===== src/rtl/hilo_pkg.sv =====
// Shared types and constants for the HI/LO multiply/divide unit.
package hilo_pkg;

  typedef enum logic [1:0] {
    S_IDLE,
    S_RUN,
    S_FINISH
  } state_t;

  localparam logic OP_MULT = 1'b0;
  localparam logic OP_DIV  = 1'b1;

  localparam logic RD_LO = 1'b0;
  localparam logic RD_HI = 1'b1;

endpackage


===== src/rtl/hilo_iter_core.sv =====
// One iteration of shift-add multiply or restoring divide. Purely combinational.
// Multiply: {acc_hi,acc_lo} is the product accumulator, acc_lo starts as the multiplier,
//   operand is the multiplicand.
// Divide: acc_hi is the partial remainder, acc_lo starts as the dividend and fills with
//   quotient bits from the right, operand is the divisor.
module hilo_iter_core
  import hilo_pkg::*;
#(
  parameter int WIDTH = 32
) (
  input  logic             op,
  input  logic [WIDTH-1:0] acc_hi,
  input  logic [WIDTH-1:0] acc_lo,
  input  logic [WIDTH-1:0] operand,
  output logic [WIDTH-1:0] nxt_hi,
  output logic [WIDTH-1:0] nxt_lo
);

  logic [WIDTH:0] sum;
  logic [WIDTH:0] shifted;
  logic [WIDTH:0] diff;

  // Compute both candidate updates and select by operation.
  always_comb begin
    sum     = {1'b0, acc_hi} + (acc_lo[0] ? {1'b0, operand} : '0);
    shifted = {acc_hi, acc_lo[WIDTH-1]};
    diff    = shifted - {1'b0, operand};
    if (op == OP_MULT) begin
      // Add then shift the whole accumulator right; the carry lands in the top bit.
      nxt_hi = sum[WIDTH:1];
      nxt_lo = {sum[0], acc_lo[WIDTH-1:1]};
    end else if (!diff[WIDTH]) begin
      // No borrow: keep the difference, quotient bit 1.
      nxt_hi = diff[WIDTH-1:0];
      nxt_lo = {acc_lo[WIDTH-2:0], 1'b1};
    end else begin
      // Borrow: restore the shifted remainder, quotient bit 0.
      nxt_hi = shifted[WIDTH-1:0];
      nxt_lo = {acc_lo[WIDTH-2:0], 1'b0};
    end
  end

endmodule


===== src/rtl/hilo_muldiv_unit.sv =====
// HI/LO architectural registers plus a multi-cycle unsigned multiply/divide engine.
// Fixed latency: start accepted at edge E0, HI/LO written and done pulsed after E0+WIDTH+1.
module hilo_muldiv_unit
  import hilo_pkg::*;
#(
  parameter int WIDTH = 32
) (
  input  logic             clk,
  input  logic             rst,
  input  logic             start,
  input  logic             op,
  input  logic [WIDTH-1:0] opa,
  input  logic [WIDTH-1:0] opb,
  input  logic             hi_we,
  input  logic             lo_we,
  input  logic [WIDTH-1:0] wdata,
  input  logic             rd_sel,
  output logic [WIDTH-1:0] rd_data,
  output logic             busy,
  output logic             done
);

  localparam int CNT_W = (WIDTH > 1) ? $clog2(WIDTH) : 1;
  localparam logic [CNT_W-1:0] LAST_ITER = CNT_W'(WIDTH - 1);

  state_t           state_q, state_d;
  logic [CNT_W-1:0] count_q, count_d;
  logic             busy_q, busy_d;
  logic             done_q, done_d;
  logic             op_q, op_d;
  logic [WIDTH-1:0] operand_q, operand_d;
  logic [WIDTH-1:0] acc_hi_q, acc_hi_d;
  logic [WIDTH-1:0] acc_lo_q, acc_lo_d;
  logic [WIDTH-1:0] hi_q, hi_d;
  logic [WIDTH-1:0] lo_q, lo_d;
  logic [WIDTH-1:0] iter_hi, iter_lo;

  hilo_iter_core #(.WIDTH(WIDTH)) u_iter (
    .op      (op_q),
    .acc_hi  (acc_hi_q),
    .acc_lo  (acc_lo_q),
    .operand (operand_q),
    .nxt_hi  (iter_hi),
    .nxt_lo  (iter_lo)
  );

  // Next-state logic: sequencing, operand capture, and HI/LO update sources.
  always_comb begin
    state_d   = state_q;
    count_d   = count_q;
    busy_d    = busy_q;
    done_d    = 1'b0;
    op_d      = op_q;
    operand_d = operand_q;
    acc_hi_d  = acc_hi_q;
    acc_lo_d  = acc_lo_q;
    hi_d      = hi_q;
    lo_d      = lo_q;

    // Software writes only while idle; busy also covers the FINISH cycle so these never
    // collide with the result write.
    if (!busy_q) begin
      if (hi_we) hi_d = wdata;
      if (lo_we) lo_d = wdata;
    end

    case (state_q)
      S_IDLE: begin
        if (start) begin
          op_d      = op;
          operand_d = (op == OP_MULT) ? opa : opb;
          acc_hi_d  = '0;
          acc_lo_d  = (op == OP_MULT) ? opb : opa;
          count_d   = '0;
          busy_d    = 1'b1;
          state_d   = S_RUN;
        end
      end
      S_RUN: begin
        acc_hi_d = iter_hi;
        acc_lo_d = iter_lo;
        count_d  = count_q + CNT_W'(1);
        if (count_q == LAST_ITER) state_d = S_FINISH;
      end
      S_FINISH: begin
        // Divide by zero reports 0/0 rather than the raw iteration residue.
        if (op_q == OP_DIV && operand_q == '0) begin
          hi_d = '0;
          lo_d = '0;
        end else begin
          hi_d = acc_hi_q;
          lo_d = acc_lo_q;
        end
        done_d  = 1'b1;
        busy_d  = 1'b0;
        count_d = '0;
        state_d = S_IDLE;
      end
      default: begin
        state_d = S_IDLE;
        busy_d  = 1'b0;
      end
    endcase
  end

  // State registers; reset discards any in-flight operation.
  always_ff @(posedge clk or posedge rst) begin
    if (rst) begin
      state_q   <= S_IDLE;
      count_q   <= '0;
      busy_q    <= 1'b0;
      done_q    <= 1'b0;
      op_q      <= OP_MULT;
      operand_q <= '0;
      acc_hi_q  <= '0;
      acc_lo_q  <= '0;
      hi_q      <= '0;
      lo_q      <= '0;
    end else begin
      state_q   <= state_d;
      count_q   <= count_d;
      busy_q    <= busy_d;
      done_q    <= done_d;
      op_q      <= op_d;
      operand_q <= operand_d;
      acc_hi_q  <= acc_hi_d;
      acc_lo_q  <= acc_lo_d;
      hi_q      <= hi_d;
      lo_q      <= lo_d;
    end
  end

  assign rd_data = (rd_sel == RD_HI) ? hi_q : lo_q;
  assign busy    = busy_q;
  assign done    = done_q;

endmodule


===== config.mk =====
export PLATFORM = sky130hd
export DESIGN_NAME = hilo_muldiv_unit
export DESIGN_NICKNAME = d
export VERILOG_FILES = /design/src/rtl/hilo_pkg.sv /design/src/rtl/hilo_iter_core.sv /design/src/rtl/hilo_muldiv_unit.sv
export SDC_FILE = /design/constraint.sdc
export NUM_CORES = 1
export LEC_CHECK = 0
export CORE_MARGIN = 2
export CORE_UTILIZATION = 56
export DETAILED_ROUTE_END_ITERATION = 8
export GPL_TIMING_DRIVEN = 1
export HOLD_SLACK_MARGIN = 0.15
export PLACE_DENSITY = 0.88
export SYNTH_ARGS = -nofsm -noshare
export SYNTH_HDL_FRONTEND = slang
export SYNTH_HIERARCHICAL = 1
export SYNTH_SLANG_ARGS = --single-unit

===== constraint.sdc =====
create_clock -name clk -period 8.2 [get_ports clk]
set_input_delay 2.05 -clock clk [delete_from_list [all_inputs] [get_ports clk]]
set_output_delay 2.05 -clock clk [all_outputs]
set_load 0.02 [all_outputs]

======== After elaboration in Yosys (flattened, before gate mapping) ========
Index checks and enable logic that the tools add are counted.
storage, ports and cells
  register bits after elaboration ......... 170
  output and inout bits ................... 34
operators by class
  add/sub/neg operators ................... 3
  equal/unequal tests ..................... 6
  muxes and demuxes ....................... 28
  bitwise logic cells ..................... 1
  reduce and logical (&&, ||, !) cells .... 14
operators with widths
  cell                 count
  $mux 32              17
  $pmux 32 s2          2
  $add 32x33->33       1
  $sub 33x32->33       1
  $logic_not 32->1     1
  $pmux 5 s3           1
  $reduce_and 2->1     7
  $reduce_bool 2->1    3
  $add 5x1->5 const B  1
  $eq 5x5->1 const B   1
  $mux 5               1
  $mux 2               2
  $ne 2x2->1 const B   2
  $pmux 2 s2           1
  $mux 1               3
  $reduce_bool 3->1    1
  $eq 2x1->1 const B   1
  $eq 2x2->1 const B   1
  $logic_not 2->1      1
  $ne 2x1->1 const B   1
  $pmux 1 s2           1
  $logic_and 1x1->1    1
  $not 1->1            1

======== Depth between registers and ports, before layout ========
Gate-level depths: netlist of run 1.
  depth after elaboration ................. 4
  gate-level depth with buffers ........... 15
  gate-level depth less buffers ........... 13

======== Modules after synthesis ========
The synthesis of run 1 kept the hierarchy.
by module, submodules not included
  module            times used  cells an instance  area each (um^2)
  hilo_muldiv_unit  1           805                8456.9
  hilo_iter_core    1           653                4620.7

======== Worst setup path before layout of run 1 ========
Ideal clock, no wire load.
  path kind ............................... input to output
  start point ............................. in rd_sel
  end point ............................... out rd_data[10]
  arrival ................................. 2.994 ns
  required time ........................... 6.150 ns
  setup slack ............................. 3.156 ns
  stages .................................. 3
  buffers on the path ..................... 2
  path through ............................ clkbuf_1 -> buf_1 -> mux2_2
between the ends
  word-level cells in the longest chain between the ends .. 1
RTL lines
  element          line                     text
  start, declared  hilo_muldiv_unit.sv:17   input logic rd_sel,
  $mux 32          hilo_muldiv_unit.sv:133  assign rd_data = (rd_sel == RD_HI) ? hi_q : lo_q;
  end, declared    hilo_muldiv_unit.sv:18   output logic [WIDTH-1:0] rd_data,
No other way between the ends.

======== Final worst setup path of run 1 ========
  start point ............................. in rd_sel
  end point ............................... out rd_data[30]
The elaborated chain is that of the path after synthesis.

==> flow_summary.yaml, run 1 <==
clock_network:
  cts_tree: "done"
  cts-root-buf: "clkbuf_16"
  cts_resized: 0
  clkSlewWorstSetupHoldPaths_ns: 0.07
  clkLatencyLatePin_ns: 0.45
  post_cts_buffers: 0
  cts_hold_repair.buffers: 0
  cts_buffer_depth: 2
  htreeDepth: 4
  numCtsBuffers: 17
  cts_sinks: 170
synth:
  synth_edf_count: 0
  ys_ff_latch: 170
  syn_inst: 1458
  synth.area.top_cells: "dfrtp_1 (33%), mux2i_1 (11%), ha_1 (6.3%)"
  yosys.area.top_type: "dfrtp_1"
  synth.yosys.seq_area_share_pct: 32.5
  synth_warnings: 6
  ys_top_cells_by_count: "dfrtp_1 (170), nor2_1 (161), mux2i_1 (149)"
  syn-num-nets: 1629
  synthArstFlopShare_pct: 100
  yosys.area.top_type_share_pct: 32.5
  yosysMostFrequentCell: "dfrtp_1"
  synthFlopType: "dfrtp_1"
  syn-cell-area_um2: 13100
  synth_cell_types: 70
  avgSynthCellArea_um2: 8.97
drt:
  wirelength_um: 38600
  first_iter_violations: 1096
  dr.pass1.iters: 7
  post_drt_wl_per_cell_um: 20.8
  ant_nets: 0
  drt-vias-per-instance: 6.45
  route.detailed.drc: 0
  vias: 12000
grt:
  grt-ovfl-total: 0
  grt_start_max_net_pins: 97
  grt.total_usage_pct: 31.8
  grt_pass1_vias: 11900
  grt_pass1_wl_um: 61800
  antenna_found_initial: 0
setup_path:
  cp_data_required_time_ns: 6.15
  cp-start-kind: "input port"
  cpMaxStageDelayCell: "clkdlybuf4s50_1"
  crit_path_max_incr_delay_ns: 0.54
  end_kind: "primary output"
  path_max_fanout: 32
  cp_top_family: "buffers and inverters"
  path_class: "in -> out"
  arrival_ns: 3.88
  worstPathBufferInverterCount: 3
  path_cells: "clkdlybuf4s50_1, buf_4, mux2_2, clkdlybuf4s50_1"
  cp_common_cell: "clkdlybuf4s50_1"
timing:
  hold_viol: 0
  relSlewSlack_pct: 21.4
  rsz0062_at_grt: "no"
  finalSetupTns_ns: 0
  period_needed_ns: 5.93
  max_freq_mhz: 169
  finalSetupViolCount: 0
  fin_crit_sh_pct: 72.3
  final_max_slew_viol_count: 0
  tightest_slew_ns: 1.18
  final.setup_skew_ns: 0.0285
place:
  place_congestion: 0.982
  placedInstanceArea_um2: 14500
  port_buffers: 136
  hpwl_um: 26900
floorplan:
  dieHeight_um: 157
  start_util_pct: 57.4
  core_um2: 22800
  chipWidth_um: 157
  rows: 55
  dieArea_um2: 24600
  ios: 137
power:
  p_leak_nw: 6.82
  power_w: 0.00728
  pwr_density_cell_nw_per_um2: 482
  ir_worst_vdd_mv: 0.303
final_layout:
  final_area_um2: 15100
  fin_nets: 1698
  syn2layout_area_growth_pct: 15.5
  drive_gt1_share_pct: 9.35
  n_antenna_cell: 0
run:
  maxCapViolations: 0
min_path:
  hold_class: "reg -> reg"
outcome:
  run_status: "completed"
power breakdown:
part,switching (W),leakage (nW),total (W),internal (W)
clock,0.000422,0.295,0.000835,0.000413
sequential,0.000535,1.99,0.00181,0.00128
combinational,0.00247,4.53,0.00463,0.00216
total,0.00343,6.82,0.00728,0.00385
flip-flops by register name, summed over array words and instances (netlist names):
| signal | flops |
|---|---|
| lo_q | 32 |
| busy | 1 |
| operand_q | 32 |
| state_q | 2 |
| done | 1 |
| hi_q | 32 |
| acc_hi_q | 32 |
| op_q | 1 |
| count_q | 5 |
| acc_lo_q | 32 |
worst reg2reg max path, delay by kind of cell (launching register included):
kind	cells	cell delay [ns]
multiplexers	2	0.46
XOR/XNOR	1	0.62
buffers and inverters	2	0.65
AO/OA/AOI/OAI	6	1.30
flip-flops	1	0.37
adder cells (fa/ha/maj)	2	0.66
AND/OR/NAND/NOR	1	0.19
cell families after synthesis:
family                   share of synthesized area, %
AO/OA/AOI/OAI                                    21.8
XOR/XNOR                                         3.74
adder cells (fa/ha/maj)                          6.62
buffers and inverters                            4.97
flip-flops                                       32.5
multiplexers                                     17.1
AND/OR/NAND/NOR                                  13.3
layout by cell type, fill, tap and decap left out, drive strengths merged, types with 36 or more instances in the layout:
| master | synthesis | final |
|---|---|---|
| mux2i | 149 | 149 |
| inv | 48 | 54 |
| mux2 | 66 | 66 |
| nor2 | 161 | 161 |
| nand2 | 91 | 91 |
| a211oi | 76 | 76 |
| dfrtp | 170 | 170 |
| clkdlybuf4s50 | 0 | 135 |
| a21o | 39 | 39 |
| ha | 66 | 66 |
| a21oi | 129 | 129 |
| o21ai | 79 | 79 |
| and2 | 36 | 36 |
metal layers:
metal	wire length, µm	part of all wire, %	vias to the layer above	global-route usage [%]
li1	-	-	5450	-
met4	1790	4.6	0	15.5
met1	15700	41	5780	40.2
met3	2550	6.6	122	5.01
met5	0	0	-	0
met2	18500	48	602	53.0
area by class of cell:
type | instances | area [µm²]
clock buffers | 17 | 425
fillers | 1769 | 7670
well taps | 313 | 392
multi-input cells | 1142 | 8220
repair buffers | 148 | 1450
inverters | 48 | 185
flip-flops and latches | 170 | 4260
clock inverters | 15 | 180
worst paths after layout:
kind / to / startpoint / cells past startpoint / slack [ns]
worst max-delay path: rd_data[30] / rd_sel / 4 / 2.27
worst min-delay path: acc_lo_q[31]$_DFFE_PP0P_ / acc_lo_q[31]$_DFFE_PP0P_ / 2 / 0.53
worst max register to register: acc_hi_q[30]$_DFFE_PP0P_ / acc_lo_q[31]$_DFFE_PP0P_ / 14 / 3.85
worst min register to register: acc_lo_q[31]$_DFFE_PP0P_ / acc_lo_q[31]$_DFFE_PP0P_ / 2 / 0.53
max in group asynchronous: acc_hi_q[22]$_DFFE_PP0P_ / rst / 3 / 4.97
min in group asynchronous: lo_q[21]$_DFFE_PP0P_ / rst / 2 / 2.09
metrics by stage:
stage	instances	worst slack, ns	hold slack, ns	util [%]
detailed placement	1821	2.28	0.512	63.7
CTS	1853	2.28	0.530	66.3
global placement	1821	2.35	0.498	63.7
finish	1853	2.27	0.527	66.3
floorplan	1458	1.55	0.472	-
global route	1853	2.23	0.544	66.3
No activity file was read; power rests on OpenSTA's default activity.
==> run 2, diff against run 1 <==
CORE_UTILIZATION = 53   (was 56)
PLACE_DENSITY = 0.87   (was 0.88)
clock period = 5.4 ns   (was 8.2 ns; I/O delays follow)
==> run 2 against run 1 <==
  * Cell count up 0.65%
  * Core utilization fell by 3.9 points
  * Routed wire length down 1.9%
  * Clock skew decreased by 0.014 ns
  * Combinational power grew 52%
  * Highest routed layer unchanged
  * Critical path depth unchanged
  * Clock power grew 47%
  * Worst setup slack worse by 1.4 ns
  * Non-clock buffer count up 2
==> flow_summary.yaml, run 2 (synthesized netlist as in run 1, its figures left out) <==
grt:
  grt-ovfl-total: 0
  met3_usage_pct: 4.49
  grt_start_max_net_pins: 139
  grt_use_met1_pct: 37.4
  antenna_found_initial: 0
  grt.busiest_layer: "met2"
  grt_pass1_vias: 11400
  grt_pass1_wl_um: 60100
  grt.total_usage_pct: 29.0
  gr-usage-met2_pct: 49.2
place:
  placedInstanceArea_um2: 14600
  port_buffers: 136
  place_congestion: 0.956
  hpwl_um: 26800
clock_network:
  numCtsBuffers: 17
  cts_resized: 0
  cts-root-buf: "clkbuf_16"
  cts_hold_repair.buffers: 0
  clkSlewWorstSetupHoldPaths_ns: 0.08
  post_cts_buffers: 0
  clkLatencyLatePin_ns: 0.44
  cts_buffer_depth: 2
  htreeDepth: 4
  cts_sinks: 170
  cts_tree: "done"
run:
  maxCapViolations: 0
final_layout:
  mostFrequentLayoutCells: "dfrtp_1 (169), nor2_1 (161), mux2i_1 (149)"
  final_area_um2: 15100
  fin_nets: 1700
  n_antenna_cell: 0
  fill_cells: 1981
  register_area_um2: 4260
  syn2layout_area_growth_pct: 15.7
  multiInputGateArea_um2: 8220
  finalCoreUtilization_pct: 62.4
  mostFrequentLayoutCell: "dfrtp_1"
  drive_gt1_share_pct: 9.41
timing:
  final.setup_skew_ns: 0.0146
  relSlewSlack_pct: 20.4
  finalSetupTns_ns: 0
  max_freq_mhz: 221
  tightest_slew_ns: 1.19
  fin_crit_sh_pct: 83.7
  period_needed_ns: 4.52
  final_max_slew_viol_count: 0
  hold_viol: 0
  rsz0062_at_grt: "no"
  finalSetupViolCount: 0
floorplan:
  dieHeight_um: 161
  core_um2: 24200
  chipWidth_um: 161
  ios: 137
  dieArea_um2: 25900
  rows: 57
  start_util_pct: 53.9
drt:
  dr.pass1.iters: 7
  post_drt_wl_per_cell_um: 20.3
  drt-vias-per-instance: 6.28
  route.detailed.drc: 0
  ant_nets: 0
  wirelength_um: 37800
  first_iter_violations: 1071
  vias: 11700
setup_path:
  end_kind: "primary output"
  cp-start-kind: "input port"
  r2r_setup_slack_ns: 1.23
  r2r_cells: 14
  path_max_fanout: 32
  reg2reg_to: "acc_hi_q[29]$_DFFE_PP0P_"
  cp_data_required_time_ns: 4.05
  path_class: "in -> out"
  reg2reg_from: "acc_lo_q[0]$_DFFE_PP0P_"
  arrival_ns: 3.17
power:
  pwr_density_cell_nw_per_um2: 727
  power_w: 0.0110
  ir_worst_vdd_mv: 0.390
  p_leak_nw: 6.82
outcome:
  run_status: "completed"
min_path:
  hold_class: "reg -> reg"
  min_to: "acc_lo_q[22]$_DFFE_PP0P_"
  min_path_cells: 2
  min_from: "acc_lo_q[22]$_DFFE_PP0P_"
==> run 2: layer usage <==
layer  up-vias  wire length, µm
met5         -                0
met4         0             1440
met3        94             2330
met2       534            18300
met1      5620            15800
li1       5460                -
==> run 2: per-stage QoR <==
step	setup slack (ns)	std cells	hold WS, ns
2_1_floorplan	1.76	1458	0.472
3_3_place_gp	0.945	1834	0.490
3_5_place_dp	0.887	1834	0.523
4_1_cts	0.884	1865	0.538
5_1_grt	0.841	1865	0.583
6_report	0.881	1865	0.540
==> run 2: worst max-delay path by stage <==
stage,start,end,slack (ns)
floorplan,rd_sel,rd_data[10],1.76
global placement,rd_sel,rd_data[4],0.94
detailed placement,rd_sel,rd_data[15],0.89
CTS,rd_sel,rd_data[15],0.88
global route,rd_sel,rd_data[31],0.84
finish,rd_sel,rd_data[9],0.88
==> run 2: area by class of cell <==
class,instances,area share [%]
multi-input combinational,1142,54.3
sequential,170,28.1
clock buffer,17,2.81
clock inverter,14,1.03
timing repair buffer,150,9.84
inverter,48,1.22
tap,324,2.68
==> run 2: critical path, cell delays in order <==
cell and delay, ns:
clkdlybuf4s50_1 0.46, buf_4 0.41, mux2_2 0.40, clkdlybuf4s50_1 0.55
==> run 2: power by group <==
part,internal (W),switching (W)
Clock,0.000617,0.000610
Sequential,0.00194,0.000822
Combinational,0.00331,0.00371
Total,0.00587,0.00514
